`src/rtl/ldq_ctrl.sv`:
```
// -----------------------------------------------------------------------------
// ldq_ctrl -- load-queue allocation / retirement controller
//
// Tracks the circular load queue: head (oldest entry), tail (next free entry)
// and occupancy. Allocates up to four loads per dispatch bundle, retires up to
// two loads per cycle, and squashes every uncommitted load on recovery.
//
// Parameters
//   LDQ_DEPTH  number of load-queue entries (power of two, minimum 8)
//   LDQ_LOG    log2(LDQ_DEPTH)
//
// Ports
//   clk                   rising-edge clock
//   reset                 asynchronous active-low reset
//   dispatchReady_i       dispatch bundle valid this cycle
//   inst0Load_i..3        bundle slot i carries a load
//   commitCnt_i [1:0]     loads retiring this cycle (0..2 expected)
//   recoverFlag_i         squash all uncommitted loads
//   ldqHead_o             oldest entry index (registered)
//   ldqTail_o             next free entry index (registered)
//   ldqInsts_o            occupancy, 0..LDQ_DEPTH (registered)
//   dispatchAck_o         bundle accepted this cycle (combinational)
//   ldqStall_o            bundle present but not accepted (combinational)
//   ldqEmpty_o            occupancy is zero (registered)
//   commitErr_o           sticky: a commit asked for more loads than present
//   ldqState_o            FSM state for debug: 0=RUN, 1=STALL, 2=RECOVER
//
// Optional feature (macro LDQ_OCCUPANCY_STATS_EN):
//   ldqPeak_o             highest post-update occupancy since reset
//   ldqStallCycles_o      saturating count of cycles with ldqStall_o=1
//
// Dispatch handshake: dispatchReady_i is the valid. dispatchAck_o is the ready
// qualified by valid, so a bundle transfers in exactly the cycle where
// dispatchReady_i=1 and dispatchAck_o=1; ldqStall_o flags valid without
// acceptance and the bundle is expected to be held and re-presented.
// -----------------------------------------------------------------------------
module ldq_ctrl #(
    parameter int LDQ_DEPTH = 32,
    parameter int LDQ_LOG   = 5
) (
    input  logic               clk,
    input  logic               reset,
    input  logic               dispatchReady_i,
    input  logic               inst0Load_i,
    input  logic               inst1Load_i,
    input  logic               inst2Load_i,
    input  logic               inst3Load_i,
    input  logic [1:0]         commitCnt_i,
    input  logic               recoverFlag_i,
    output logic [LDQ_LOG-1:0] ldqHead_o,
    output logic [LDQ_LOG-1:0] ldqTail_o,
    output logic [LDQ_LOG:0]   ldqInsts_o,
    output logic               dispatchAck_o,
    output logic               ldqStall_o,
    output logic               ldqEmpty_o,
    output logic               commitErr_o,
    output logic [1:0]         ldqState_o
`ifdef LDQ_OCCUPANCY_STATS_EN
    ,
    output logic [LDQ_LOG:0]   ldqPeak_o,
    output logic [31:0]        ldqStallCycles_o
`endif
);

    typedef enum logic [1:0] {
        RUN     = 2'd0,
        STALL   = 2'd1,
        RECOVER = 2'd2
    } ldqState_e;

    localparam logic [LDQ_LOG:0] DEPTH_VAL = (LDQ_LOG+1)'(LDQ_DEPTH);

    ldqState_e          state;
    ldqState_e          stateNext;

    logic [2:0]         newLd;
    logic [LDQ_LOG:0]   ldqFree;
    logic               commitExceeds;
    logic [1:0]         effCommit;
    logic [2:0]         addLd;
    logic [LDQ_LOG-1:0] headNext;
    logic [LDQ_LOG-1:0] tailNext;
    logic [LDQ_LOG:0]   instsNext;

    assign ldqState_o = state;

    // ------------------------------------------------------------------
    // Bundle sizing and free space. Free space is taken from the occupancy
    // before this cycle's commits, so retiring loads never make room for a
    // bundle in the same cycle.
    // ------------------------------------------------------------------
    assign newLd   = 3'(inst0Load_i) + 3'(inst1Load_i)
                   + 3'(inst2Load_i) + 3'(inst3Load_i);
    assign ldqFree = DEPTH_VAL - ldqInsts_o;

    // A commit request larger than the occupancy is clamped; in that case
    // the occupancy is below 3 so its low two bits hold the whole value.
    assign commitExceeds = (LDQ_LOG+1)'(commitCnt_i) > ldqInsts_o;
    assign effCommit     = commitExceeds ? ldqInsts_o[1:0] : commitCnt_i;

    // ------------------------------------------------------------------
    // FSM next state and handshake outputs
    // ------------------------------------------------------------------
    always_comb begin
        dispatchAck_o = 1'b0;
        ldqStall_o    = 1'b0;
        stateNext     = state;

        if ((state == RUN || state == STALL) && dispatchReady_i &&
            !recoverFlag_i && ((LDQ_LOG+1)'(newLd) <= ldqFree)) begin
            dispatchAck_o = 1'b1;
        end
        ldqStall_o = dispatchReady_i & ~dispatchAck_o;

        if (recoverFlag_i) begin
            stateNext = RECOVER;
        end else begin
            case (state)
                RUN:     stateNext = ldqStall_o ? STALL : RUN;
                STALL:   stateNext = dispatchAck_o ? RUN : STALL;
                RECOVER: stateNext = RUN;
                default: stateNext = RUN;
            endcase
        end
    end

    always_ff @(posedge clk or negedge reset) begin
        if (!reset) begin
            state <= RUN;
        end else begin
            state <= stateNext;
        end
    end

    // ------------------------------------------------------------------
    // Pointer and occupancy next values. Head always moves by the clamped
    // commit count; recovery drops everything still queued, so the tail
    // snaps to the post-commit head and the queue becomes empty.
    // ------------------------------------------------------------------
    always_comb begin
        addLd    = dispatchAck_o ? newLd : 3'd0;
        headNext = ldqHead_o + LDQ_LOG'(effCommit);
        tailNext = ldqTail_o + LDQ_LOG'(addLd);
        instsNext = ldqInsts_o + (LDQ_LOG+1)'(addLd) - (LDQ_LOG+1)'(effCommit);
        if (recoverFlag_i) begin
            tailNext  = headNext;
            instsNext = '0;
        end
    end

    always_ff @(posedge clk or negedge reset) begin
        if (!reset) begin
            ldqHead_o   <= '0;
            ldqTail_o   <= '0;
            ldqInsts_o  <= '0;
            ldqEmpty_o  <= 1'b1;
            commitErr_o <= 1'b0;
        end else begin
            ldqHead_o  <= headNext;
            ldqTail_o  <= tailNext;
            ldqInsts_o <= instsNext;
            // Full and empty both have head == tail; the registered empty
            // flag is what tells them apart.
            ldqEmpty_o <= (instsNext == '0);
            if (commitExceeds) begin
                commitErr_o <= 1'b1;
            end
        end
    end

`ifdef LDQ_OCCUPANCY_STATS_EN
    // ------------------------------------------------------------------
    // Occupancy statistics
    // ------------------------------------------------------------------
    always_ff @(posedge clk or negedge reset) begin
        if (!reset) begin
            ldqPeak_o        <= '0;
            ldqStallCycles_o <= '0;
        end else begin
            if (instsNext > ldqPeak_o) begin
                ldqPeak_o <= instsNext;
            end
            if (ldqStall_o && (ldqStallCycles_o != 32'hFFFF_FFFF)) begin
                ldqStallCycles_o <= ldqStallCycles_o + 32'd1;
            end
        end
    end
`endif

endmodule

```
`config.mk`:
```
export PLATFORM = sky130hd
export DESIGN_NAME = ldq_ctrl
export DESIGN_NICKNAME = d
export VERILOG_FILES = /design/src/rtl/ldq_ctrl.sv
export SDC_FILE = /design/constraint.sdc
export NUM_CORES = 1
export LEC_CHECK = 0
export BUFFER_PORTS_ARGS = -buffer_cell sky130_fd_sc_hd__buf_2
export CORE_MARGIN = 3
export CORE_UTILIZATION = 45
export DETAILED_ROUTE_END_ITERATION = 12
export HOLD_SLACK_MARGIN = 0.03
export PLACE_DENSITY = 0.68
export SETUP_SLACK_MARGIN = 0.3
export SYNTH_ARGS = -nofsm -noshare
export SYNTH_HDL_FRONTEND = slang
export SYNTH_SLANG_ARGS = --single-unit
```
`constraint.sdc`:
```
create_clock -name clk -period 5.16 [get_ports clk]
set_input_delay 1.032 -clock clk [delete_from_list [all_inputs] [get_ports clk]]
set_output_delay 1.032 -clock clk [all_outputs]
set_load 0.01 [all_outputs]
```
==> results of run 1 <==
-- registers in the layout, indices dropped and copies added, names as in the netlist --
| register | cells |
|---|---|
| ldqInsts_o | 6 |
| ldqHead_o | 5 |
| ldqTail_o | 5 |
| ldqState_o | 2 |
| commitErr_o | 1 |
| ldqEmpty_o | 1 |
-- synth_stat cells (all sizes together) --
library cell  count
a2111oi           1
a211oi            1
a21o              3
a21oi             6
a31oi             1
and2              3
and3              2
buf               1
clkbuf            1
dfrtp            19
dfstp             1
fa                5
ha               22
inv              17
mux2              4
mux2i             3
nand2             8
nand2b            1
nand3             2
nand4             1
nor2              9
nor2b             8
nor3              3
nor4              1
o21ai             8
o21bai            1
or3               1
xnor2             5
xor2              4
-- worst paths after layout --
path | to | cells past startpoint | slack [ns] | start
setup reg to reg | ldqEmpty_o$_DFF_PN1_ | 16 | 1.22 | ldqInsts_o[0]$_DFF_PN0_
hold reg to reg | commitErr_o$_DFFE_PN0P_ | 1 | 0.48 | commitErr_o$_DFFE_PN0P_
hold / removal | commitErr_o$_DFFE_PN0P_ | 1 | 0.48 | commitErr_o$_DFFE_PN0P_
min in group asynchronous | ldqHead_o[3]$_DFF_PN0_ | 1 | 0.65 | reset
setup / recovery | ldqEmpty_o$_DFF_PN1_ | 17 | 0.42 | inst0Load_i
max in group asynchronous | ldqEmpty_o$_DFF_PN1_ | 1 | 4.16 | reset
-- metal layers --
metal	share of wire	global-route usage	up-vias
li1	-	-	546
met2	0.48	0.280	38
met4	0.0068	0.0323	0
met3	0.055	0.0232	2
met5	0	0	-
met1	0.46	0.234	532
-- cell families (layout without fill, tap and decap cells) --
| group | after synthesis | in the layout |
|---|---|---|
| and+or+nand+nor | 39 | 39 |
| xor gates and xnor gates | 9 | 9 |
| DFF | 20 | 20 |
| buffers and inverters | 19 | 53 |
| muxes | 7 | 7 |
| AOI/OAI and AO/OA | 21 | 21 |
| adders and majority gates | 27 | 27 |
-- layout make-up --
class	instances	area, um^2	share of cell area
clock buffer	3	22.5	0.0126
clock inverter	1	30.0	0.0168
inverter	17	63.8	0.0356
multi-input combinational	103	955	0.533
sequential	20	502	0.280
tap	44	55.1	0.0307
timing repair buffer	32	163	0.0908
-- worst max-delay path: cells and delay by family --
family	cells	cell delay, ns
AND/OR/NAND/NOR	4	0.64
AO/OA/AOI/OAI	5	0.91
buffers and inverters	1	0.11
adder cells (fa/ha/maj)	6	2.13
XOR/XNOR	1	0.15
-- power groups by stage --
stage	clock network [mW]	registers [mW]	logic [mW]
2_1_floorplan	0	0.312	0.506
3_3_place_gp	0	0.285	0.698
3_5_place_dp	0	0.292	0.714
4_1_cts	0.134	0.288	0.727
5_1_grt	0.140	0.300	0.808
6_report	0.132	0.287	0.719
-- per-stage QoR --
step	setup WS, ns	cells	power [mW]
4_1_cts	0.379	220	1.15
3_5_place_dp	0.0579	216	1.01
5_1_grt	0.225	220	1.25
6_report	0.422	220	1.14
3_3_place_gp	0.139	216	0.984
2_1_floorplan	0.282	142	0.818
-- cells in the final DEF (no fill, tap or decap), types with 2 or more instances in the layout --
cell      count
nor2_1        9
mux2i_1       3
fa_1          4
ha_4          2
dfrtp_1      19
ha_1         19
clkbuf_4      3
nor3_2        2
xor2_1        4
nand2_1       8
o21ai_2       2
buf_2        31
mux2_2        3
nor2b_1       7
a21o_1        3
o21ai_0       5
nand3_1       2
inv_1        16
and2_1        2
xnor2_1       5
a21oi_1       5
==> flow_metrics.env, run 1 <==
export IMPL_drt_total_wl_um=3100
export IMPL_clock_root_buffer="clkbuf_4"
export IMPL_ioPinCount=32
export IMPL_synthAdderAreaFrac=0.252
export IMPL_post_route_min_period_ns=4.74
export IMPL_vias=1118
export IMPL_cp_required_ns=5.39
export IMPL_synth_top_family_by_area="adder cells"
export IMPL_n_fill_cell=290
export IMPL_crit_path_max_fanout=3
export IMPL_slew_headroom=0.561
export IMPL_grt_max_degree=21
export IMPL_vdd_drop_max_v=0.000307
export IMPL_setup_viol=0
export IMPL_clock_sink_count=20
export IMPL_crit_type="input pin to register"
export IMPL_finalCritPeriodShare=0.918
export IMPL_track_usage=0.169
export IMPL_slowest_delay_ns=0.54
export IMPL_whs_ns=0.480
export IMPL_syn_to_final_growth_pct=20.4
export IMPL_intPower_uw=645
export IMPL_drtPass1Iterations=4
export IMPL_tns_ns=0
export IMPL_drc_errors=0
export IMPL_cts_setup_buffers=0
export IMPL_status="finished clean"
export IMPL_cts_resized=0
export IMPL_cts_tree="done"
export IMPL_avgSynthCellArea_um2=10.5
export IMPL_core_area_um2=3100
export IMPL_viasPerCell=5.08
export IMPL_clk_insertion_delay_late_ns=0.31
export IMPL_synth_area_leader_cell="dfrtp_1"
export IMPL_yosysWarnings=0
export IMPL_cts_buffers=3
export IMPL_switching_share=0.433
export IMPL_antenna_found_initial=0
export IMPL_cts_max_path_buffers=2
export IMPL_slowest_stage="fa_1"
export IMPL_grt_pass1_vias=1166
export IMPL_wl_per_cell_um=14.1
export IMPL_die_w_um=63.5
export IMPL_ctsHoldBuffers=0
export IMPL_p_clk_frac=0.116
export IMPL_worstPathCellList="buf_2 -> fa_1 -> ha_2 -> ha_4 -> ha_4 -> nor2b_4 -> o21ai_2 -> a2111oi_4 -> a21oi_4 -> and2_4 -> fa_1 -> fa_2 -> a21o_1 -> a21oi_1 -> xnor2_1 -> nor2_1 -> nor4_2"
export IMPL_drive_gt1_frac=0.324
export IMPL_yosysSeqAreaShare=0.337
export IMPL_synth_compound_area_frac=0.108
export IMPL_rsz0062_at_grt="yes"
export IMPL_netlist_area_um2=1490
export IMPL_syn_nets=179
export IMPL_rows=20
export IMPL_dieArea_um2=4030
export IMPL_clkTransAtPathRegs_ns=0.13
export IMPL_grt_first_pass_wirelength_um=5410
export IMPL_power_density_nw_per_um2=636
export IMPL_p_seq_frac=0.252
export IMPL_cts_max_level=1
export IMPL_yosysUniqueCellTypes=37
export IMPL_critical_path_startpoint_type="input pin"
export IMPL_synthCells=142
export IMPL_cap_viol_max_count=0
export IMPL_cp_end_kind="register"
export IMPL_grt_overflow_total=0
export IMPL_synth_mux_area_frac=0.0530
export IMPL_start_util=0.479
export IMPL_cp_arrival_ns=4.97
export IMPL_gp_congestion=0.862
export IMPL_p_sw_uw=493
export IMPL_p_comb_frac=0.632
export IMPL_dp_hpwl_um=2540
export IMPL_yosys_top_cells_area="dfrtp_1, ha_1, fa_1"
export IMPL_synth_xor_area_frac=0.0530
export IMPL_design_area_um2=1790
export IMPL_ys_ff_latch=20
export IMPL_utilization=0.577
export IMPL_final_nets=214
export IMPL_synth_top_cell_area_share=0.320
export IMPL_hold_violations=0
export IMPL_max_freq_mhz=211
export IMPL_io_buffers=31
export IMPL_ant_nets=0
export IMPL_drtIter0Drc=48
export IMPL_tightest_slew_ns=0.652
export IMPL_finalClockSkew_ns=0.00674
export IMPL_die_y_um=63.5
export IMPL_hp_class="register to register"
export IMPL_power_leakage_nw=0.891
export IMPL_place_area_um2=1740
export IMPL_synthSimpleGateAreaFrac=0.147
export IMPL_drv_slew=0
export IMPL_n_antenna_cell=0
Power figures use the tool's default switching activity.
==> inputs of run 2 (changes only) <==
==> constraint.sdc (replaced) <==
create_clock -name clk -period 5.16 [get_ports clk]
set_input_delay 0.516 -clock clk [delete_from_list [all_inputs] [get_ports clk]]
set_output_delay 0.516 -clock clk [all_outputs]
set_load 0.01 [all_outputs]
==> run 2 against run 1 <==
Utilization decreased by 1.6 points. Fmax is 2.7% higher. Non-clock buffer count is 1 lower. Worst hold slack got worse by 0.35 ns. Sequential power about the same. First-iteration DRC count is 42% lower. Critical endpoint unchanged. Highest routed layer unchanged.
==> flow_metrics.env, run 2 (same netlist as run 1, synthesis figures left out) <==
export IMPL_status="finished clean"
export IMPL_crit_type="input pin to register"
export IMPL_crit_path_max_fanout=8
export IMPL_grt_use_met1=0.201
export IMPL_viasPerCell=5.05
export IMPL_gp_congestion=0.789
export IMPL_cts_max_path_buffers=2
export IMPL_ff_latch_area_um2=502
export IMPL_tightest_slew_ns=0.553
export IMPL_dieArea_um2=4030
export IMPL_largest_reg_flops=6
export IMPL_tns_ns=0
export IMPL_setup_viol=0
export IMPL_grt_first_pass_wirelength_um=5060
export IMPL_ant_nets=0
export IMPL_mostFrequentLayoutCells="buf_2, ha_1, dfrtp_1"
export IMPL_critical_path_startpoint_type="input pin"
export IMPL_use_met2=0.263
export IMPL_power_density_nw_per_um2=625
export IMPL_cts_buffers=3
export IMPL_start_util=0.479
export IMPL_cts_resized=0
export IMPL_track_usage=0.159
export IMPL_hold_violations=0
export IMPL_cts_setup_buffers=0
export IMPL_cts_tree="done"
export IMPL_dp_hpwl_um=2350
export IMPL_syn_to_final_growth_pct=17.1
export IMPL_vdd_drop_max_v=0.000304
export IMPL_cp_end_kind="register"
export IMPL_clk_insertion_delay_late_ns=0.31
export IMPL_cts_max_level=1
export IMPL_clkTransAtPathRegs_ns=0.12
export IMPL_max_freq_mhz=217
export IMPL_use_met3=0.0285
export IMPL_utilization=0.561
export IMPL_n_fill_cell=296
export IMPL_final_nets=213
export IMPL_wl_per_cell_um=13.0
export IMPL_slew_headroom=0.628
export IMPL_fin_cells=219
export IMPL_ioPinCount=32
export IMPL_place_ws_ns=0.217
export IMPL_finalClockSkew_ns=0.0124
export IMPL_grt_max_degree=21
export IMPL_rsz0062_at_grt="no"
export IMPL_setup_ws_ns=0.545
export IMPL_multi_input_area_um2=913
export IMPL_drt_total_wl_um=2860
export IMPL_drtPass1Iterations=4
export IMPL_finalCritPeriodShare=0.894
export IMPL_cp_required_ns=5.38
export IMPL_ctsHoldBuffers=0
export IMPL_antenna_found_initial=0
export IMPL_drc_errors=0
export IMPL_clock_root_buffer="clkbuf_4"
export IMPL_post_route_min_period_ns=4.61
export IMPL_die_y_um=63.5
export IMPL_core_area_um2=3100
export IMPL_grt_overflow_total=0
export IMPL_drtIter0Drc=28
export IMPL_hp_class="input pin to asynchronous set/reset pin"
export IMPL_largest_registers="ldqInsts_o: 6 flops, ldqHead_o: 5 flops, ldqTail_o: 5 flops"
export IMPL_clock_sink_count=20
export IMPL_n_antenna_cell=0
export IMPL_placed_cells=215
export IMPL_drive_gt1_frac=0.286
export IMPL_vias=1105
export IMPL_top_register="ldqInsts_o"
export IMPL_final_common_cell="buf_2"
export IMPL_rows=20
export IMPL_grt_busiest_layer="met2"
export IMPL_cap_viol_max_count=0
export IMPL_drv_slew=0
export IMPL_grt_pass1_vias=1175
export IMPL_power_leakage_nw=0.882
export IMPL_io_buffers=31
export IMPL_die_w_um=63.5
export IMPL_cp_arrival_ns=4.83
==> run 2: cell types whose count changed in the layout (fill, tap and decap cells not counted), sizes merged <==
cell / change
buf: -1
==> run 2: final cells by class <==
cell class | instances | area share
clock buffers | 3 | 0.0129
clock inverters | 1 | 0.0172
inverters | 17 | 0.0366
multi-input cells | 103 | 0.524
flip-flops and latches | 20 | 0.288
well taps | 44 | 0.0316
repair buffers | 31 | 0.0891
==> run 2: per-layer routing <==
| metal | up-vias | wire length (um) |
|---|---|---|
| li1 | 547 | - |
| met1 | 526 | 1370 |
| met2 | 28 | 1300 |
| met3 | 4 | 131 |
| met4 | 0 | 59 |
| met5 | - | 0 |
==> run 2: power breakdown <==
group / internal, mW / total, mW / switching, mW
Combinational: 0.316 / 0.675 / 0.358
Clock: 0.0786 / 0.129 / 0.0507
Sequential: 0.225 / 0.284 / 0.0585
==> run 2: final timing paths <==
kind	startpoint	slack (ns)	end	cells after the start
max	inst0Load_i	0.55	ldqEmpty_o$_DFF_PN1_	17
min reg2reg	commitErr_o$_DFFE_PN0P_	0.48	commitErr_o$_DFFE_PN0P_	1
min in group clk	commitErr_o$_DFFE_PN0P_	0.48	commitErr_o$_DFFE_PN0P_	1
min	reset	0.13	ldqHead_o[1]$_DFF_PN0_	1
max in group asynchronous	reset	4.67	ldqEmpty_o$_DFF_PN1_	1
max reg2reg	ldqInsts_o[0]$_DFF_PN0_	0.97	ldqEmpty_o$_DFF_PN1_	15
==> run 2: stage by stage <==
stage | area (um^2) | total power [mW] | hold slack, ns
after floorplan | 1490 | 0.790 | 0.220
after global placement | 1690 | 0.940 | 0.444
after detailed placement | 1690 | 0.970 | 0.458
after CTS | 1740 | 1.10 | 0.138
after global routing | 1740 | 1.19 | 0.154
final | 1740 | 1.09 | 0.132
==> run 2: critical path: stages <==
cell       delay [ns]
buf_2            0.11
fa_1             0.48
ha_1             0.20
ha_1             0.31
ha_1             0.30
nor2b_2          0.13
o21ai_1          0.09
a2111oi_4        0.43
a21oi_4          0.14
and2_1           0.21
fa_1             0.49
ha_1             0.32
a211oi_2         0.25
o21bai_1         0.11
a21oi_1          0.19
mux2_4           0.32
nor4_2           0.23
